--- config.mk ---
export PLATFORM = sky130hd
export DESIGN_NAME = pipe_hazard_ctrl_flat
export DESIGN_NICKNAME = d
export VERILOG_FILES = /design/src/rtl/pipe_hazard_ctrl_if.sv /design/src/rtl/pipe_hazard_ctrl.sv /design/src/flat_wrapper.sv
export SDC_FILE = /design/constraint.sdc
export NUM_CORES = 1
export LEC_CHECK = 0
export ABC_AREA = 1
export CAP_MARGIN = 20
export CORE_MARGIN = 2
export CORE_UTILIZATION = 45
export CTS_BUF_LIST = sky130_fd_sc_hd__clkbuf_8
export DETAILED_ROUTE_END_ITERATION = 10
export PLACE_DENSITY = 0.75
export SYNTH_ARGS = -nofsm -noshare
export SYNTH_HDL_FRONTEND = slang
export SYNTH_SLANG_ARGS = --single-unit
--- constraint.sdc ---
create_clock -name clk -period 1.8 [get_ports clk]
set_input_delay 0.27 -clock clk [delete_from_list [all_inputs] [get_ports clk]]
set_output_delay 0.27 -clock clk [all_outputs]
set_load 0.02 [all_outputs]
--- src/rtl/pipe_hazard_ctrl_if.sv ---
// Hazard-controller signal bundle: pipeline status in, stall/flush/forward controls and counters out.
// master = pipeline side (drives status), slave = controller side.
interface pipe_hazard_ctrl_if #(
    parameter int CNT_W = 16
);
    logic             id_valid;
    logic [4:0]       id_rs1;
    logic [4:0]       id_rs2;
    logic             id_uses_rs1;
    logic             id_uses_rs2;
    logic [4:0]       ex_dest;
    logic             ex_write_enable;
    logic             ex_is_load;
    logic [4:0]       mem_dest;
    logic             mem_write_enable;
    logic             branch_taken;
    logic             ext_stall;
    logic             pc_stall;
    logic             if_id_stall;
    logic             id_ex_stall;
    logic             if_id_flush;
    logic             id_ex_flush;
    logic [1:0]       fwd_sel_rs1;
    logic [1:0]       fwd_sel_rs2;
    logic [1:0]       ctrl_state;
    logic [CNT_W-1:0] stall_count;
    logic [CNT_W-1:0] flush_count;

    modport master (
        output id_valid, id_rs1, id_rs2, id_uses_rs1, id_uses_rs2,
               ex_dest, ex_write_enable, ex_is_load,
               mem_dest, mem_write_enable, branch_taken, ext_stall,
        input  pc_stall, if_id_stall, id_ex_stall, if_id_flush, id_ex_flush,
               fwd_sel_rs1, fwd_sel_rs2, ctrl_state, stall_count, flush_count
    );

    modport slave (
        input  id_valid, id_rs1, id_rs2, id_uses_rs1, id_uses_rs2,
               ex_dest, ex_write_enable, ex_is_load,
               mem_dest, mem_write_enable, branch_taken, ext_stall,
        output pc_stall, if_id_stall, id_ex_stall, if_id_flush, id_ex_flush,
               fwd_sel_rs1, fwd_sel_rs2, ctrl_state, stall_count, flush_count
    );
endinterface

--- src/rtl/pipe_hazard_ctrl.sv ---
// 5-stage pipeline hazard controller: same-cycle stall/flush, registered forwarding selects,
// branch-flush / memory-wait sequencing and saturating stall/flush counters.
module pipe_hazard_ctrl #(
    parameter int FLUSH_CYCLES = 2,
    parameter int CNT_W        = 16
) (
    input  logic             clk,
    input  logic             rst,
    pipe_hazard_ctrl_if.slave bus
);
    typedef enum logic [1:0] {
        ST_RUN   = 2'b00,
        ST_FLUSH = 2'b01,
        ST_WAIT  = 2'b10
    } state_e;

    localparam logic [2:0] FLUSH_INIT = 3'(FLUSH_CYCLES - 1);

    state_e           state_q, state_d;
    logic [2:0]       flush_cnt_q, flush_cnt_d;
    logic             pend_q, pend_d;
    logic [1:0]       fwd1_q, fwd1_d;
    logic [1:0]       fwd2_q, fwd2_d;
    logic [CNT_W-1:0] stall_cnt_q, stall_cnt_d;
    logic [CNT_W-1:0] flush_evt_cnt_q, flush_evt_cnt_d;

    logic luh;
    logic br_issue;
    logic pc_stall, if_id_stall, id_ex_stall, if_id_flush, id_ex_flush;

    function automatic logic [1:0] fwd_pick(
        input logic [4:0] rs,
        input logic       ex_we,
        input logic [4:0] ex_rd,
        input logic       ex_ld,
        input logic       mem_we,
        input logic [4:0] mem_rd
    );
        logic [1:0] sel;
        sel = 2'b00;
        if (rs != 5'd0 && ex_we && ex_rd == rs && !ex_ld) begin
            sel = 2'b01;
        end else if (rs != 5'd0 && mem_we && mem_rd == rs) begin
            sel = 2'b10;
        end
        return sel;
    endfunction

    assign luh = bus.id_valid & bus.ex_is_load & bus.ex_write_enable & (bus.ex_dest != 5'd0) &
                 ((bus.id_uses_rs1 & (bus.id_rs1 == bus.ex_dest)) |
                  (bus.id_uses_rs2 & (bus.id_rs2 == bus.ex_dest)));

    // A branch deferred by a memory wait is issued on the first cycle the wait clears.
    assign br_issue = !bus.ext_stall && (state_q != ST_FLUSH) &&
                      (bus.branch_taken || (state_q == ST_WAIT && pend_q));

    always_ff @(posedge clk) begin
        if (rst) begin
            state_q         <= ST_RUN;
            flush_cnt_q     <= 3'd0;
            pend_q          <= 1'b0;
            fwd1_q          <= 2'b00;
            fwd2_q          <= 2'b00;
            stall_cnt_q     <= '0;
            flush_evt_cnt_q <= '0;
        end else begin
            state_q         <= state_d;
            flush_cnt_q     <= flush_cnt_d;
            pend_q          <= pend_d;
            fwd1_q          <= fwd1_d;
            fwd2_q          <= fwd2_d;
            stall_cnt_q     <= stall_cnt_d;
            flush_evt_cnt_q <= flush_evt_cnt_d;
        end
    end

    always_comb begin
        state_d     = state_q;
        flush_cnt_d = flush_cnt_q;
        pend_d      = pend_q;
        case (state_q)
            ST_RUN: begin
                if (bus.ext_stall) begin
                    state_d = ST_WAIT;
                    pend_d  = bus.branch_taken;
                end else if (br_issue && FLUSH_CYCLES > 1) begin
                    state_d     = ST_FLUSH;
                    flush_cnt_d = FLUSH_INIT;
                end
            end
            ST_FLUSH: begin
                if (!bus.ext_stall) begin
                    flush_cnt_d = flush_cnt_q - 3'd1;
                    if (flush_cnt_q == 3'd1) begin
                        state_d = ST_RUN;
                    end
                end
            end
            ST_WAIT: begin
                if (bus.ext_stall) begin
                    pend_d = pend_q | bus.branch_taken;
                end else begin
                    pend_d  = 1'b0;
                    state_d = ST_RUN;
                    if (br_issue && FLUSH_CYCLES > 1) begin
                        state_d     = ST_FLUSH;
                        flush_cnt_d = FLUSH_INIT;
                    end
                end
            end
            default: state_d = ST_RUN;
        endcase
    end

    always_comb begin
        pc_stall    = 1'b0;
        if_id_stall = 1'b0;
        id_ex_stall = 1'b0;
        if_id_flush = 1'b0;
        id_ex_flush = 1'b0;
        if (state_q == ST_FLUSH) begin
            if_id_flush = 1'b1;
            id_ex_flush = 1'b1;
            pc_stall    = bus.ext_stall;
            if_id_stall = bus.ext_stall;
            id_ex_stall = bus.ext_stall;
        end else if (bus.ext_stall) begin
            pc_stall    = 1'b1;
            if_id_stall = 1'b1;
            id_ex_stall = 1'b1;
        end else if (br_issue) begin
            if_id_flush = 1'b1;
            id_ex_flush = 1'b1;
        end else if (luh) begin
            pc_stall    = 1'b1;
            if_id_stall = 1'b1;
            id_ex_flush = 1'b1;
        end
    end

    always_comb begin
        fwd1_d = fwd1_q;
        fwd2_d = fwd2_q;
        if (!id_ex_stall) begin
            if (id_ex_flush) begin
                fwd1_d = 2'b00;
                fwd2_d = 2'b00;
            end else begin
                fwd1_d = fwd_pick(bus.id_rs1, bus.ex_write_enable, bus.ex_dest, bus.ex_is_load,
                                  bus.mem_write_enable, bus.mem_dest);
                fwd2_d = fwd_pick(bus.id_rs2, bus.ex_write_enable, bus.ex_dest, bus.ex_is_load,
                                  bus.mem_write_enable, bus.mem_dest);
            end
        end
    end

    always_comb begin
        stall_cnt_d     = stall_cnt_q;
        flush_evt_cnt_d = flush_evt_cnt_q;
        if (pc_stall && stall_cnt_q != {CNT_W{1'b1}}) begin
            stall_cnt_d = stall_cnt_q + CNT_W'(1);
        end
        if (br_issue && flush_evt_cnt_q != {CNT_W{1'b1}}) begin
            flush_evt_cnt_d = flush_evt_cnt_q + CNT_W'(1);
        end
    end

    assign bus.pc_stall    = pc_stall;
    assign bus.if_id_stall = if_id_stall;
    assign bus.id_ex_stall = id_ex_stall;
    assign bus.if_id_flush = if_id_flush;
    assign bus.id_ex_flush = id_ex_flush;
    assign bus.fwd_sel_rs1 = fwd1_q;
    assign bus.fwd_sel_rs2 = fwd2_q;
    assign bus.ctrl_state  = state_q;
    assign bus.stall_count = stall_cnt_q;
    assign bus.flush_count = flush_evt_cnt_q;
endmodule

--- src/flat_wrapper.sv ---
// flat-port wrapper written by rule: the top's interface ports become plain ports
module pipe_hazard_ctrl_flat 
#(
    parameter int FLUSH_CYCLES = 2,
    parameter int CNT_W        = 16
)
  (clk, rst, bus_id_valid, bus_id_rs1, bus_id_rs2, bus_id_uses_rs1, bus_id_uses_rs2, bus_ex_dest, bus_ex_write_enable, bus_ex_is_load, bus_mem_dest, bus_mem_write_enable, bus_branch_taken, bus_ext_stall, bus_pc_stall, bus_if_id_stall, bus_id_ex_stall, bus_if_id_flush, bus_id_ex_flush, bus_fwd_sel_rs1, bus_fwd_sel_rs2, bus_ctrl_state, bus_stall_count, bus_flush_count);
  pipe_hazard_ctrl_if #(.CNT_W(CNT_W)) bus_i ();
  input  logic clk;
  input  logic rst;
  input wire logic [$bits(bus_i.id_valid)-1:0] bus_id_valid;
  input wire logic [$bits(bus_i.id_rs1)-1:0] bus_id_rs1;
  input wire logic [$bits(bus_i.id_rs2)-1:0] bus_id_rs2;
  input wire logic [$bits(bus_i.id_uses_rs1)-1:0] bus_id_uses_rs1;
  input wire logic [$bits(bus_i.id_uses_rs2)-1:0] bus_id_uses_rs2;
  input wire logic [$bits(bus_i.ex_dest)-1:0] bus_ex_dest;
  input wire logic [$bits(bus_i.ex_write_enable)-1:0] bus_ex_write_enable;
  input wire logic [$bits(bus_i.ex_is_load)-1:0] bus_ex_is_load;
  input wire logic [$bits(bus_i.mem_dest)-1:0] bus_mem_dest;
  input wire logic [$bits(bus_i.mem_write_enable)-1:0] bus_mem_write_enable;
  input wire logic [$bits(bus_i.branch_taken)-1:0] bus_branch_taken;
  input wire logic [$bits(bus_i.ext_stall)-1:0] bus_ext_stall;
  output wire logic [$bits(bus_i.pc_stall)-1:0] bus_pc_stall;
  output wire logic [$bits(bus_i.if_id_stall)-1:0] bus_if_id_stall;
  output wire logic [$bits(bus_i.id_ex_stall)-1:0] bus_id_ex_stall;
  output wire logic [$bits(bus_i.if_id_flush)-1:0] bus_if_id_flush;
  output wire logic [$bits(bus_i.id_ex_flush)-1:0] bus_id_ex_flush;
  output wire logic [$bits(bus_i.fwd_sel_rs1)-1:0] bus_fwd_sel_rs1;
  output wire logic [$bits(bus_i.fwd_sel_rs2)-1:0] bus_fwd_sel_rs2;
  output wire logic [$bits(bus_i.ctrl_state)-1:0] bus_ctrl_state;
  output wire logic [$bits(bus_i.stall_count)-1:0] bus_stall_count;
  output wire logic [$bits(bus_i.flush_count)-1:0] bus_flush_count;
  assign bus_i.id_valid = bus_id_valid;
  assign bus_i.id_rs1 = bus_id_rs1;
  assign bus_i.id_rs2 = bus_id_rs2;
  assign bus_i.id_uses_rs1 = bus_id_uses_rs1;
  assign bus_i.id_uses_rs2 = bus_id_uses_rs2;
  assign bus_i.ex_dest = bus_ex_dest;
  assign bus_i.ex_write_enable = bus_ex_write_enable;
  assign bus_i.ex_is_load = bus_ex_is_load;
  assign bus_i.mem_dest = bus_mem_dest;
  assign bus_i.mem_write_enable = bus_mem_write_enable;
  assign bus_i.branch_taken = bus_branch_taken;
  assign bus_i.ext_stall = bus_ext_stall;
  assign bus_pc_stall = bus_i.pc_stall;
  assign bus_if_id_stall = bus_i.if_id_stall;
  assign bus_id_ex_stall = bus_i.id_ex_stall;
  assign bus_if_id_flush = bus_i.if_id_flush;
  assign bus_id_ex_flush = bus_i.id_ex_flush;
  assign bus_fwd_sel_rs1 = bus_i.fwd_sel_rs1;
  assign bus_fwd_sel_rs2 = bus_i.fwd_sel_rs2;
  assign bus_ctrl_state = bus_i.ctrl_state;
  assign bus_stall_count = bus_i.stall_count;
  assign bus_flush_count = bus_i.flush_count;
  pipe_hazard_ctrl #(.FLUSH_CYCLES(FLUSH_CYCLES), .CNT_W(CNT_W)) u_core (.clk(clk), .rst(rst), .bus(bus_i));
endmodule
---- Word level (Yosys, flattened, before mapping) ----
Cells that the tools add are included.
word-level totals
  logic and storage cells ................. 97
  memories ................................ 0
  bits in latches ......................... 0
  bits in writable memories ............... 0
  register bits ........................... 42
  memory bits (read-only) ................. 0
  input port bits ......................... 30
cells by class
  reductions and logical operators ........ 28
  $lt $le $gt $ge ......................... 0
  bitwise logic cells ..................... 8
  shift-type cells ........................ 0
  add/sub/neg operators ................... 3
  divide/modulo/power cells ............... 0
  $mul .................................... 0
  equality and inequality tests ........... 19
  multiplexer cells ....................... 32
operator list
  operator                 count
  $add A16 B1 Y16 const B  2
  $ne A16 B16 Y1 const B   2
  $eq A5 B5 Y1             6
  $mux W2                  11
  $logic_and A1 B1 Y1      15
  $mux W1                  15
  $reduce_bool A5 Y1       3
  $mux W3                  3
  $ne A2 B2 Y1 const B     4
  $reduce_and A4 Y1        2
  $and A1 B1 Y1            6
  $ne A2 B1 Y1 const B     3
  $pmux W2 S3              1
  $pmux W3 S2              1
  $reduce_bool A2 Y1       2
  $eq A3 B1 Y1 const B     1
  $ne A3 B2 Y1 const B     1
  $sub A3 B1 Y3 const B    1
  $eq A2 B1 Y1 const B     1
  $eq A2 B2 Y1 const B     1
  $logic_not A1 Y1         2
  $logic_not A2 Y1         1
  $or A1 B1 Y1             2
  $pmux W1 S2              1
  3 further kinds          3

---- Longest topological paths before layout ----
  word-level depth ........................ 9
  mapped depth ............................ 12
  mapped depth without buffers ............ 12

---- Worst setup path before layout ----
No wires, ideal clock.
  kind .................................... reg-to-output
  start point ............................. register u_core.state_q[0], in the netlist u_core.bus.ctrl_state[0]
  end point ............................... output bus_pc_stall
  required time ........................... 1,530 ps
  data arrival time ....................... 1,521 ps
  buffers on the path ..................... 3
  stages on the path, launching flop included .. 9
  setup slack ............................. 9 ps
  cells stage by stage .................... dfxtp_1 inv_2 nor2_1 nor2_1 nand3_1 nand2_1 buf_6 buf_6 buf_4
on the way
  cells in the longest elaborated chain, start to end .. 7
  elaborated cells on any way between the ends .. 10
ends and longest elaborated chain
  item                    line                    RTL
  start, declared         pipe_hazard_ctrl.sv:19  state_e state_q, state_d;
  start signal, assigned  pipe_hazard_ctrl.sv:67  state_q <= state_d;
  $eq A2 B2 Y1            pipe_hazard_ctrl.sv:55  (bus.branch_taken || (state_q == ST_WAIT && pend_q));
  $logic_and A1 B1 Y1     pipe_hazard_ctrl.sv:55
  $logic_or A1 B1 Y1      pipe_hazard_ctrl.sv:55
  $logic_and A1 B1 Y1     pipe_hazard_ctrl.sv:54  assign br_issue = !bus.ext_stall && (state_q != ST_FLUSH) &&
  $mux W1 (2 in a row)    --
  $mux W1 (*)             --
  end, declared           flat_wrapper.sv:23      output wire logic [$bits(bus_i.pc_stall)-1:0] bus_pc_stall;
Mark *: on every way between the ends. The rest lies on a longest branch, timed or not.

---- Worst setup path in the final report ----
  start point ............................. register u_core.stall_cnt_q[14], in the netlist u_core.bus.stall_count[14]
  end point ............................... output bus_stall_count[14]
RTL lines
  item                    line                    RTL
  start, declared         pipe_hazard_ctrl.sv:24  logic [CNT_W-1:0] stall_cnt_q, stall_cnt_d;
  start signal, assigned  pipe_hazard_ctrl.sv:72  stall_cnt_q <= stall_cnt_d;
  end, declared           flat_wrapper.sv:31      output wire logic [$bits(bus_i.stall_count)-1:0] bus_stall_count;
No word-level cell between the ends.

==> key figures <==
Route
  • Vias per cell: around 5.1
  • Starting DRC count in detailed routing: 118
  • Met3 routed WL: between 200 and 300 microns
  • Wire length on met2: roughly 4000 microns
  • Pre-antenna DRT Iters: 4
  • Vias: 3,152
  • Metal-1 WL: around 3600 microns
  • Drt drc: 0
  • Highest Signal Layer: met4
  • Final ANT Viol Nets: 0
  • WL per Instance: ~13 microns
  • WL final: 8011 microns

Timing
  • Setup TNS: 0 ps
  • Final hold vios: 0
  • Final Setup Violations: 0
  • Worst-Margin Slew: about 450 ps
  • Fin crit share: 0.9608
  • RSZ-0062 raised after global routing: true
  • Slew Limit Fails: 0
  • Max-slew headroom: 0.6994
  • F_max: slightly below 0.6 GHz
  • Minimum clock period: approximately 1700 ps
  • Worst Clk Skew: 8.195 ps

Clock network
  • Cts bufs inserted: 5
  • Latest clock arrival within the worst-skew pair: about 300 ps
  • Sink Count: 42
  • CTS tree: done
  • Cts hold-fix bufs: 0
  • Clk root buf: clkbuf_8
  • CTS max path bufs: 2
  • H-tree Lvls: 2
  • Worst-path clk slew: about 90 ps

Synthesis
  • Cell taking the most area after synthesis: dfxtp_1
  • Synth area leaders: dfxtp_1 (31%), nand2_1 (14%), nand3_1 (7.6%), inv_1 (6.2%), nor2_1 (5.4%)
  • Synthesized area: between 2000 and 3000 sq um
  • Synth Instances: 409
  • Syn nets: about 440
  • Syn avg cell area: about 6.6 sq um
  • Top cell type's share of synthesized area: 0.3105
  • FFs w/ async S/R, synth: 0
  • Top_reg_cell synth: dfxtp_1
  • Netlist cell types: 36
  • YS warnings: 0
  • Post-synth EDFFs: 0
  • Flops & latches, synth: 42
  • Seq/Total Area, Yosys: 0.3105

Placement
  • GPL Wtd Cong: around 0.93
  • IO Port Bufs: approximately 70
  • Hpwl dp: about 6000 microns

Critical path
  • Number of buffers and inverters on the critical path: 1
  • R2R Path Start: u_core.bus.ctrl_state[0]$_SDFFE_PP0P_
  • CP peak stage delay: 660 ps
  • Worst path depth: 1
  • Worst setup SP type: flip-flop
  • Critical path data arrival time: 1460 ps
  • CP max stage cell: clkdlybuf4s50_1
  • CP Cell Sequence: clkdlybuf4s50_1
  • Critical Path End Type: output port
  • Worst path required time: about 1500 ps
  • R2r worst-path depth: 12
  • R2R setup slack: roughly 130 ps
  • RR Endpoint: u_core.bus.flush_count[9]$_SDFFE_PP0P_
  • Crit-path leading delay family: buffers and inverters
  • Crit Path Category: flip-flop to output port
  • Critical path fanouts, max: 6

Finish
  • Ant. Diodes: 0
  • Fillcell total: about 490
  • Layout cells sized above 1: 0.2189
  • Final nets: roughly 570
  • Area delta synth->final: 51.62%
  • Leading cell types in the layout, fill and taps excluded: nand2_1 (98), buf_4 (59), clkdlybuf4s50_1 (52)
  • Commonest non-fill, non-tap cell in the layout: nand2_1

Worst hold path
  • Hold path startpoint: u_core.bus.fwd_sel_rs2[0]$_SDFFE_PP0N_
  • Hold Path End: u_core.bus.fwd_sel_rs2[0]$_SDFFE_PP0N_
  • WHS Path Cells: 2
  • Hold Path Class: flip-flop to flip-flop

Job
  • Max cap viols: 0

Floorplanning
  • DIE HEIGHT: slightly above 80 microns
  • Die ar.: 6654 sq um
  • Ports: between 70 and 80
  • Die Width: roughly 80 microns
  • Core area: just under 6000 sq um
  • Starting Density: 0.4628
  • Std cell rows: 28

Status
  • Status: finished clean

GRT
  • GRT Overall Usage: 0.2476
  • Grt total ovfl: 0
  • Largest net degree at the start of global routing: 29
  • Vias in the first global route: between 2,000 and 3,000
  • Global-route wire length before repair: 13,050 microns
  • Antenna violations before repair: 0

Power
  • PnR Total Power: roughly 2.1 mW
  • Worst vdd rail ir drop: 381.4 uV
  • Pwr dens: 504.5 nW/um^2
  • Lkg Pwr: roughly 1.7 nW
per-stage QoR:
step                      setup WS, ps  instance area, sq um    util  hold WS (ps)  instances
after floorplan                  8.576                  2708       -         443.8        409
after global placement          -615.5                  3862  0.6602         444.3        596
after detailed placement        -669.6                  3862  0.6602         458.2        596
after CTS                        1.152                  4050  0.6923         469.7        612
after global routing            -33.55                  4105  0.7017         503.7        614
final                            70.65                  4105  0.7017         473.8        614
sequential cells by signal, summed over array words and instances (netlist names):
signal	flops
u_core.pend_q	1
u_core.bus.ctrl_state	2
u_core.bus.fwd_sel_rs1	2
u_core.bus.fwd_sel_rs2	2
u_core.flush_cnt_q	3
u_core.bus.flush_count	16
u_core.bus.stall_count	16
Yosys cell counts (3+ instances only):
cell	n
nand3_1	41
a211oi_1	4
o21ai_1	7
buf_6	3
o22ai_1	3
inv_2	4
buf_2	3
a21oi_1	25
inv_1	45
nor2_1	39
xnor2_1	8
clkbuf_1	5
nor3_1	12
nand4_1	9
o21ai_0	8
a21oi_2	10
ha_1	4
dfxtp_1	42
nand2_1	102
xor2_1	16
power by group:
| group | leakage (nW) | internal (mW) | total, mW | switching [mW] |
|---|---|---|---|---|
| combinational | 1.37 | 0.223 | 0.456 | 0.232 |
| clock | 0.0408 | 0.278 | 0.656 | 0.378 |
| sequential | 0.341 | 0.947 | 0.959 | 0.0118 |
logic make-up (layout without fill, tap and decap cells):
group / after synthesis / in the layout / share of synthesized area
fa+ha+maj: 4 / 4 / 0.01849
compound gates: 62 / 62 / 0.1396
xor+xnor: 24 / 24 / 0.07763
flops: 42 / 42 / 0.3105
buf+inv: 62 / 192 / 0.09842
simple gates: 215 / 215 / 0.3554
routing by layer:
metal  GRT usage  vias up
met5           0        -
met4     0.08667        0
met3     0.04615       15
met2      0.4426       71
met1      0.2961     1472
li1            -     1594
how the worst max path moves through the flow:
stage,start,endpoint,slack (ps)
after floorplan,u_core.bus.ctrl_state[0]$_SDFFE_PP0P_,bus_pc_stall,9
after global placement,bus_ex_dest[3],bus_pc_stall,-620
after detailed placement,bus_ex_dest[2],bus_pc_stall,-670
after CTS,u_core.bus.ctrl_state[1]$_SDFFE_PP0P_,bus_if_id_flush,1
after global routing,u_core.bus.ctrl_state[0]$_SDFFE_PP0P_,u_core.bus.flush_count[9]$_SDFFE_PP0P_,-30
final,u_core.bus.stall_count[14]$_SDFFE_PP0P_,bus_stall_count[14],70
layout make-up:
cell class              instances  area (sq um)  share of cell area
multi-input cells             305          1677              0.4084
clock inverters                 3         23.77            0.005791
well taps                      75         93.84             0.02286
inverters                      49         183.9             0.04480
repair buffers                135          1214              0.2956
clock buffers                   5         68.82             0.01676
flip-flops and latches         42         844.6              0.2057
what timing repair did:
action | in CTS | in global routing
resized for setup | 46 | 18
pin swaps | 6 | 5
setup endpoints to repair | 21 | 30
buffers inserted | 8 | 2
(Power assumes the default switching activity.)
==> RTL edit: new RTL, same flow settings <==
Reset style: asynchronous (`rst`), changed in one clocked block.
--- a/src/rtl/pipe_hazard_ctrl.sv
+++ b/src/rtl/pipe_hazard_ctrl.sv
@@ -55,5 +55,5 @@
                       (bus.branch_taken || (state_q == ST_WAIT && pend_q));
 
-    always_ff @(posedge clk) begin
+    always_ff @(posedge clk or posedge rst) begin
         if (rst) begin
             state_q         <= ST_RUN;
Check against the original RTL: differs if rst is asserted again (counterexample within 4 cycles, from zero or initial values and one cycle with rst high); with rst held inactive, the same outputs for 10 cycles.
==> RTL edit against the unedited design <==
The flow now finishes with violations (negative setup slack). Global-route usage is 2.1 points lower. Synthesized cell count is 7.6% lower. Worst setup slack worse by 98 ps. First-iteration DRC count is 22% higher. Final area hardly changed. Sequential cell count stayed put. Core utilization is 0.89 points lower. Area after synthesis is 2.2% higher. Highest routed layer unchanged. Wire length is 6.0% lower. Largest cell class unchanged.
Power is not compared: it rests on default switching activity, and its combinational part moved more than twofold at a synthesized area within 25%.
==> RTL edit: results (changes against the unedited design) <==
* Clock slew at reported path FFs at 90 ps (about the same)
* Fin nets at 541 (-5.4%)
* CP max-delay cell: dlygate4sd2_1
* Post-Place Setup Slack at -596.3 ps (+73.27 ps)
* Vias in the first global route at 2696 (-10%)
* Post-Syn Instances at 378 (-7.6%)
* Hold crit path type: in -> async
* Critical Path End: bus_pc_stall
* Switching Share at approximately 37%
* Slew HR at 73.02% (+3.1 points)
* Dpl cells at 557 (-6.5%)
* Grt met2 use at 40.56% (-3.7 points)
* Synth top cells by count: nand2_1 (119), inv_1 (44), dfrtp_1 (42), nand3_1 (35), nor2_1 (29)
* FF-to-FF Start: u_core.bus.flush_count[1]$_DFFE_PP0P_
* WL met1 at 3162 µm (-12%)
* Synth area leaders: dfrtp_1 (38%), nand2_1 (16%), xor2_1 (7.3%), nand3_1 (6.3%), inv_1 (6.0%)
* Critical path peak fanout at 3 (-3)
* Final Skew at 12.79 ps (+4.597 ps)
* Port Buffers at 72 (unchanged)
* Final WL at 7528 µm (-6.0%)
* Post-synthesis cell type count at 30 (-17%)
* Vias at 2895 (-8.2%)
* Net Count, Synth at 412 (-7.0%)
* First-iteration detailed-routing DRC count at 144 (+22%)
* Final setup TNS at -61.59 ps (-61.59 ps)
* YS warnings at 0 (unchanged)
* Seq/Total Area, Yosys at 37.99% (+6.9 points)
* Share of layout cells above drive strength 1 at 20.67% (-1.2 points)
* Critical Path Max Stage Delay at 240 ps (-420 ps)
* Final setup violation count at 3 (+3)
* Peak supply drop at 0.0006798 V
* Global-route track usage on met1 at 27.30% (-2.3 points)
* DP HPWL at 5401 µm (-9.3%)
* Routed wl met3 at 394 µm (+45%)
* H-tree Lvls at 2 (unchanged)
* Largest net degree at the start of global routing at 27 (-6.9%)
* WHS at 246.0 ps (-227.8 ps)
* Failing checks: negative setup slack
* Async set-or-reset flop fraction in the synthesized netlist at 100.0% (+100 points)
* Reg2reg end: u_core.bus.flush_count[7]$_DFFE_PP0P_
* Clk buf depth at 2 (unchanged)
* Clk_lat worst skew at 300 ps (about the same)
* Worst setup margin at -27.58 ps (-98.23 ps)
* Non-filler instance count after layout at 583 (-5.0%)
* Total global-route track usage at 22.69% (-2.1 points)
* CP startpoint: bus_id_rs2[3]
* Met3 Use GR at 4.891% (+0.28 points)
* Worst reg2reg path depth at 10 (-2)
* Status: complete, but fails checks
* WL met2 at 3775 µm (-5.5%)
* Top FF cell, synth: dfrtp_1
* First-pass GRT wire length at 11940 µm (-8.5%)
* Post-DP Area at 0.003829 mm² (-0.87%)
* Initial antenna violation count at 0 (unchanged)
* Gp weighted congestion at 0.9203 (-0.73%)
* Final Cell Area at 0.004101 mm² (about the same)
* Worst EP arrival at 1560 ps (+100 ps)
* Fillcell total at 477 (-2.5%)
RTL edit: cell types whose count changed after synthesis, sizes merged, moves of 4 or more:
| cell | change |
|---|---|
| a21oi | -33 |
| nand2 | +19 |
| xor2 | +7 |
| nand3 | -4 |
| clkbuf | -5 |
| o21ai | -8 |
| nor2 | -4 |
| dfxtp | -42 |
| a211oi | -4 |
| xnor2 | +4 |
| dfrtp | +42 |
RTL edit: cell families after synthesis:
| family | after synthesis | share of synthesized area, % |
|---|---|---|
| flip-flops | 42 | 37.99 |
| buffers and inverters | 54 | 8.458 |
| AND/OR/NAND/NOR | 226 | 36.86 |
| AO/OA/AOI/OAI | 17 | 3.800 |
| adder cells (fa/ha/maj) | 4 | 1.809 |
| XOR/XNOR | 35 | 11.08 |
RTL edit: timing repair:
item	CTS	global route
buffers inserted	15	3
endpoints found under the setup margin	19	29
hold buffers	0	0
pin swaps	8	7
resized for setup	39	24
RTL edit: cell type report:
class	count	area share (%)
Multi-Input combinational cell	282	37.58
Sequential cell	42	25.63
Inverter	47	4.301
Clock buffer	6	2.013
Tap cell	75	2.288
Timing Repair Buffer	129	27.88
Clock inverter	2	0.3051
RTL edit: power groups by stage:
| stage | sequential (mW) | combinational (mW) | clock (mW) |
|---|---|---|---|
| global route | 1.30 | 1.64 | 0.691 |
| floorplan | 1.46 | 0.550 | 0 |
| finish | 1.28 | 1.49 | 0.641 |
| detailed placement | 1.30 | 1.38 | 0 |
| CTS | 1.28 | 1.43 | 0.653 |
| global placement | 1.29 | 1.35 | 0 |
RTL edit: critical path: cells and delay by family:
kind	cells	cell delay, ps
buf+inv	3	430
simple gates	7	870
